$ cat src/rtl/fp_alu_issuer.sv
// Instruction issuer for the fixed-point ALU and the multi-cycle isqrt unit.
// Optional isqrt wait timeout is enabled by defining ALU_ISSUER_TIMEOUT_EN.
`ifndef NUM_ALL_DIGITS
`define NUM_ALL_DIGITS 16
`endif

module fp_alu_issuer #(
  parameter int unsigned WIDTH          = `NUM_ALL_DIGITS,
  parameter int unsigned TIMEOUT_CYCLES = 255
) (
  input  logic             clk_in,
  input  logic             rst_n_in,
  input  logic             instr_valid_in,
  output logic             instr_ready_out,
  input  logic [2:0]       instr_op_in,
  input  logic [3:0]       instr_rd_in,
  input  logic [3:0]       instr_rsa_in,
  input  logic [3:0]       instr_rsb_in,
  input  logic             wr_en_in,
  input  logic [3:0]       wr_addr_in,
  input  logic [WIDTH-1:0] wr_data_in,
  input  logic [3:0]       rd_addr_in,
  output logic [WIDTH-1:0] rd_data_out,
  output logic [WIDTH-1:0] alu_d1_out,
  output logic [WIDTH-1:0] alu_d0_out,
  output logic [2:0]       alu_sel_out,
  input  logic [WIDTH-1:0] alu_res_in,
  input  logic             alu_gt_in,
  input  logic             alu_eq_in,
  input  logic             alu_lt_in,
  output logic             isqrt_valid_out,
  output logic [WIDTH-1:0] isqrt_x_out,
  input  logic             isqrt_ready_in,
  input  logic             isqrt_done_in,
  input  logic [WIDTH-1:0] isqrt_res_in,
  output logic             flag_gt_out,
  output logic             flag_eq_out,
  output logic             flag_lt_out,
  output logic             busy_out,
  output logic             done_out,
  output logic             err_out
);

  typedef enum logic [2:0] {IDLE, EXEC, ISQ_REQ, ISQ_WAIT, WB} state_t;

  localparam logic [2:0] OP_ISQRT = 3'b010;
  localparam logic [2:0] OP_NOP   = 3'b111;

  state_t           state_q, state_d;
  logic [2:0]       op_q, op_d;
  logic [3:0]       rd_q, rd_d;
  logic [WIDTH-1:0] a_q, a_d, b_q, b_d, res_q, res_d;
  logic             cgt_q, cgt_d, ceq_q, ceq_d, clt_q, clt_d;
  logic             flag_gt_q, flag_gt_d, flag_eq_q, flag_eq_d, flag_lt_q, flag_lt_d;
  logic [WIDTH-1:0] regs_q [16];
  logic [WIDTH-1:0] regs_d [16];
  logic             accept;

`ifdef ALU_ISSUER_TIMEOUT_EN
  localparam int unsigned CW = ($clog2(TIMEOUT_CYCLES + 1) > 8) ? $clog2(TIMEOUT_CYCLES + 1) : 8;
  logic [CW-1:0] cnt_q, cnt_d;
  logic          err_q, err_d;
`endif

  assign accept = instr_valid_in && (state_q == IDLE);

  always_comb begin
    state_d   = state_q;
    op_d      = op_q;
    rd_d      = rd_q;
    a_d       = a_q;
    b_d       = b_q;
    res_d     = res_q;
    cgt_d     = cgt_q;
    ceq_d     = ceq_q;
    clt_d     = clt_q;
    flag_gt_d = flag_gt_q;
    flag_eq_d = flag_eq_q;
    flag_lt_d = flag_lt_q;
    regs_d    = regs_q;

    // Host write first so a same-address writeback below overrides it.
    if (wr_en_in) regs_d[wr_addr_in] = wr_data_in;

    case (state_q)
      IDLE: begin
        if (accept) begin
          op_d    = instr_op_in;
          rd_d    = instr_rd_in;
          a_d     = regs_q[instr_rsa_in];
          b_d     = regs_q[instr_rsb_in];
          state_d = (instr_op_in == OP_ISQRT) ? ISQ_REQ : EXEC;
        end
      end
      EXEC: begin
        res_d   = alu_res_in;
        cgt_d   = alu_gt_in;
        ceq_d   = alu_eq_in;
        clt_d   = alu_lt_in;
        state_d = WB;
      end
      ISQ_REQ: begin
        if (isqrt_ready_in) state_d = ISQ_WAIT;
      end
      ISQ_WAIT: begin
        if (isqrt_done_in) begin
          res_d   = isqrt_res_in;
          state_d = WB;
        end
      end
      WB: begin
        if (op_q != OP_NOP) regs_d[rd_q] = res_q;
        if (op_q != OP_NOP && op_q != OP_ISQRT) begin
          flag_gt_d = cgt_q;
          flag_eq_d = ceq_q;
          flag_lt_d = clt_q;
        end
        state_d = IDLE;
      end
      default: state_d = IDLE;
    endcase

    regs_d[0] = '0;
  end

`ifdef ALU_ISSUER_TIMEOUT_EN
  // A done strobe arriving on the expiry cycle still delivers the real result.
  always_comb begin
    cnt_d = cnt_q;
    err_d = err_q;
    if (state_q == ISQ_REQ || state_q == ISQ_WAIT) cnt_d = cnt_q + 1'b1;
    if (accept) cnt_d = '0;
    if ((state_q == ISQ_REQ || (state_q == ISQ_WAIT && !isqrt_done_in)) &&
        cnt_q == CW'(TIMEOUT_CYCLES)) begin
      err_d = 1'b1;
    end
  end

  always_ff @(posedge clk_in or negedge rst_n_in) begin
    if (!rst_n_in) begin
      cnt_q <= '0;
      err_q <= 1'b0;
    end else begin
      cnt_q <= cnt_d;
      err_q <= err_d;
    end
  end

  assign err_out = err_q;
`else
  logic unused_timeout;
  assign unused_timeout = ^TIMEOUT_CYCLES;
  assign err_out        = 1'b0;
`endif

  always_ff @(posedge clk_in or negedge rst_n_in) begin
    if (!rst_n_in) begin
      state_q   <= IDLE;
      op_q      <= '0;
      rd_q      <= '0;
      a_q       <= '0;
      b_q       <= '0;
      res_q     <= '0;
      cgt_q     <= 1'b0;
      ceq_q     <= 1'b0;
      clt_q     <= 1'b0;
      flag_gt_q <= 1'b0;
      flag_eq_q <= 1'b0;
      flag_lt_q <= 1'b0;
      regs_q    <= '{default: '0};
    end else begin
`ifdef ALU_ISSUER_TIMEOUT_EN
      if (err_d && !err_q) begin
        state_q <= WB;
        res_q   <= {1'b0, {(WIDTH-1){1'b1}}};
      end else begin
        state_q <= state_d;
        res_q   <= res_d;
      end
`else
      state_q   <= state_d;
      res_q     <= res_d;
`endif
      op_q      <= op_d;
      rd_q      <= rd_d;
      a_q       <= a_d;
      b_q       <= b_d;
      cgt_q     <= cgt_d;
      ceq_q     <= ceq_d;
      clt_q     <= clt_d;
      flag_gt_q <= flag_gt_d;
      flag_eq_q <= flag_eq_d;
      flag_lt_q <= flag_lt_d;
      regs_q    <= regs_d;
    end
  end

  assign instr_ready_out = rst_n_in && (state_q == IDLE);
  assign busy_out        = (state_q != IDLE);
  assign done_out        = (state_q == WB);
  assign rd_data_out     = regs_q[rd_addr_in];
  assign alu_d1_out      = (state_q == EXEC) ? a_q : '0;
  assign alu_d0_out      = (state_q == EXEC) ? b_q : '0;
  assign alu_sel_out     = !rst_n_in ? 3'b000 : ((state_q == EXEC) ? op_q : OP_NOP);
  assign isqrt_valid_out = (state_q == ISQ_REQ);
  assign isqrt_x_out     = (state_q == ISQ_REQ) ? a_q : '0;
  assign flag_gt_out     = flag_gt_q;
  assign flag_eq_out     = flag_eq_q;
  assign flag_lt_out     = flag_lt_q;

endmodule

$ cat config.mk
export PLATFORM = sky130hd
export DESIGN_NAME = fp_alu_issuer
export DESIGN_NICKNAME = d
export VERILOG_FILES = /design/src/rtl/fp_alu_issuer.sv
export SDC_FILE = /design/constraint.sdc
export NUM_CORES = 1
export LEC_CHECK = 0
export ABC_AREA = 1
export CAP_MARGIN = 20
export CORE_UTILIZATION = 55
export CTS_BUF_LIST = sky130_fd_sc_hd__clkbuf_8
export CTS_CLUSTER_SIZE = 30
export DETAILED_ROUTE_END_ITERATION = 8
export PLACE_DENSITY = 0.74
export SETUP_SLACK_MARGIN = 0.3
export SLEW_MARGIN = 20
export SYNTH_ARGS = -nofsm -noshare
export SYNTH_HDL_FRONTEND = slang
export SYNTH_SLANG_ARGS = --single-unit
$ cat constraint.sdc
create_clock -name clk_in -period 4.32 [get_ports clk_in]
set_clock_uncertainty 0.2 [all_clocks]
set_input_delay 1.08 -clock clk_in [delete_from_list [all_inputs] [get_ports clk_in]]
set_output_delay 1.08 -clock clk_in [all_outputs]
set_load 0.01 [all_outputs]
==> flow_metrics.env <==
export IMPL_avgRoutedWirePerCell_um=23.5
export IMPL_power_density_mw_per_mm2=613
export IMPL_final_common_cell="nand2_1"
export IMPL_viasPerCell=6.26
export IMPL_hold_buffers=0
export IMPL_die_h_um=198
export IMPL_syn_area_mm2=0.0211
export IMPL_io_buffers=153
export IMPL_synth_mux_area_share_pct=0
export IMPL_period_share_pct=92.4
export IMPL_finalPower_w=0.0148
export IMPL_dr_pass1_iters=8
export IMPL_synth_nets=3503
export IMPL_ys_ff_latch=304
export IMPL_start_kind="input port"
export IMPL_cts_buffers=54
export IMPL_cap_viol_max_count=0
export IMPL_grt_first_pass_wirelength_mm=138
export IMPL_hold_viol=0
export IMPL_syn_area_per_cell_um2=6.15
export IMPL_fp_dieW_um=198
export IMPL_max_slew_worst_pin_slew_ns=1.16
export IMPL_drive_above_1_share_pct=5.59
export IMPL_cts_tree="yes"
export IMPL_yosysWarnings=0
export IMPL_crit_buf_inv=5
export IMPL_fmax_mhz=251
export IMPL_ios=155
export IMPL_grt_max_degree=113
export IMPL_yosys_area_share_xor_xnor_pct=0
export IMPL_fin_crit_ns=3.99
export IMPL_initial_core_util_pct=55.9
export IMPL_synth_top_family_by_area="simple AND/OR/NAND/NOR gates"
export IMPL_reg2regPathDepth=5
export IMPL_synth_cell_types=25
export IMPL_slew_headroom_pct=22.5
export IMPL_cts_root_buf="clkbuf_8"
export IMPL_rsz0062_at_grt="false"
export IMPL_vias=24900
export IMPL_clock_path_buffers=3
export IMPL_antenna_left=0
export IMPL_synthSimpleGateAreaFrac_pct=34.0
export IMPL_crit_fanout=16
export IMPL_synth_compound_area_share_pct=19.5
export IMPL_crit_chain="clkdlybuf4s50_1 -> buf_12 -> inv_1 -> buf_12 -> nand3_1 -> nand3_1 -> nand2_1 -> dlygate4sd2_1"
export IMPL_vdd_ir_drop_max_v=0.000458
export IMPL_rows=71
export IMPL_track_usage_pct=47.7
export IMPL_cp_slowest_cell="clkdlybuf4s50_1"
export IMPL_synthAdderAreaFrac_pct=0
export IMPL_path_delay_family="buffers and inverters"
export IMPL_status="finished, final reports clean"
export IMPL_drt_iter0_markers=4106
export IMPL_crit_path_end_kind="output port"
export IMPL_ys_seq_area_share_pct=36.1
export IMPL_htree_levels=2
export IMPL_grt_remaining_overflow=0
export IMPL_clk_latency_ns=0.67
export IMPL_grt_pass1_vias=22900
export IMPL_drc=0
export IMPL_cts_clk_slew_worst_paths_ns=0.06
export IMPL_cpPeakStageDelay_ns=0.51
export IMPL_final_max_slew_viol_count=0
export IMPL_antenna_found_initial=1
export IMPL_die_area_mm2=0.0391
export IMPL_nNetsFinal=3512
export IMPL_gp_congestion=1.01
export IMPL_setup_viol=0
export IMPL_hpwl_mm=59.0
export IMPL_leakagePower_nw=11.8
export IMPL_syn_inst=3423
export IMPL_hold_path_class="input port to async pin"
export IMPL_cp_depth=8
export IMPL_worstPathArrival_ns=2.71
export IMPL_wl_mm=93.6
export IMPL_area_growth_synth_to_final_pct=14.3
export IMPL_timing_hold_ws_ns=0.0793
export IMPL_cts_setup_buffers=0
export IMPL_core_region_area_mm2=0.0377
export IMPL_worstPathRequired_ns=3.04
export IMPL_clock_sinks=304
export IMPL_crit_type="input port to output port"
export IMPL_final_cell_mix="nand2_1 (1119), o21ai_0 (546), nand3_1 (438)"
export IMPL_setup_tns_ns=0
-- state kept, by name (all words and copies together) (netlist names), 3 cells and up --
register and cells:
state_q 3, regs_q 240, res_q 16, a_q 16, b_q 16, op_q 3, rd_q 4
-- final cells by class --
| cell class | instances | area [um^2] |
|---|---|---|
| repair buffers | 237 | 2300 |
| diodes | 1 | 2.50 |
| inverters | 282 | 1060 |
| fillers | 3645 | 13600 |
| clock inverters | 24 | 149 |
| multi-input cells | 2553 | 11300 |
| clock buffers | 70 | 963 |
| flip-flops and latches | 304 | 7610 |
| well taps | 511 | 639 |
-- through the flow --
step                utilization [%]  area [um^2]  worst slack (ns)  cells
floorplan                         -        21100             0.925   3423
global placement               60.9        22900            0.0790   3886
detailed placement             60.9        22900            0.0614   3886
CTS                            63.8        24000            0.0839   3980
global route                   63.9        24100             0.303   3981
finish                         63.9        24100             0.330   3982
-- synth_stat cells (all sizes together) --
master / n / share of area, %
nand2: 1122 / 20
o21ai: 575 / 14
nand3: 441 / 10
dfrtp: 304 / 36
inv: 282 / 5.0
clkbuf: 203 / 3.6
a21oi: 198 / 4.7
nor2: 168 / 3.0
buf: 81 / 1.7
o211ai: 16 / 0.57
o22ai: 16 / 0.48
nor3: 7 / 0.21
nand4: 5 / 0.15
a21boi: 1 / 0.036
conb: 1 / 0.018
nand3b: 1 / 0.036
nor3b: 1 / 0.059
o31ai: 1 / 0.036
-- report_power, final --
group          switching, W  total [W]  leakage (nW)  internal [W]
registers           0.00128    0.00552          3.59       0.00424
clock network       0.00131    0.00286         0.641       0.00155
logic               0.00415    0.00638          7.56       0.00223
-- per-layer routing --
metal,part of all wire [%],up-vias,GRT usage (%)
li1,-,11100,-
met4,7.3,2,32.3
met5,0.014,-,0
met1,36,11200,61.3
met3,16,434,16.4
met2,40,2152,67.1
-- worst paths after layout --
path | start | to | slack, ns
worst max-delay path | rd_addr_in[2] | rd_data_out[9] | 0.33
worst min-delay path | rst_n_in | b_q[9] | 0.08
worst max register to register | state_q[1] | regs_q[55] | 1.25
worst min register to register | b_q[6] | b_q[6] | 0.28
max in group asynchronous | rst_n_in | regs_q[68] | 1.90
min in group clk_in | b_q[6] | b_q[6] | 0.28
-- timing repair --
action	in CTS	in global routing
resized for setup	17	7
setup endpoints to repair	16	20
pin swaps	0	1
cloned	0	1
-- logic make-up (layout without fill, tap and decap cells) --
group	after synthesis	count (layout)
compound gates	807	807
flops	304	304
simple gates	1745	1745
buf+inv	566	613
other cells	1	2
(Power assumes the default switching activity.)
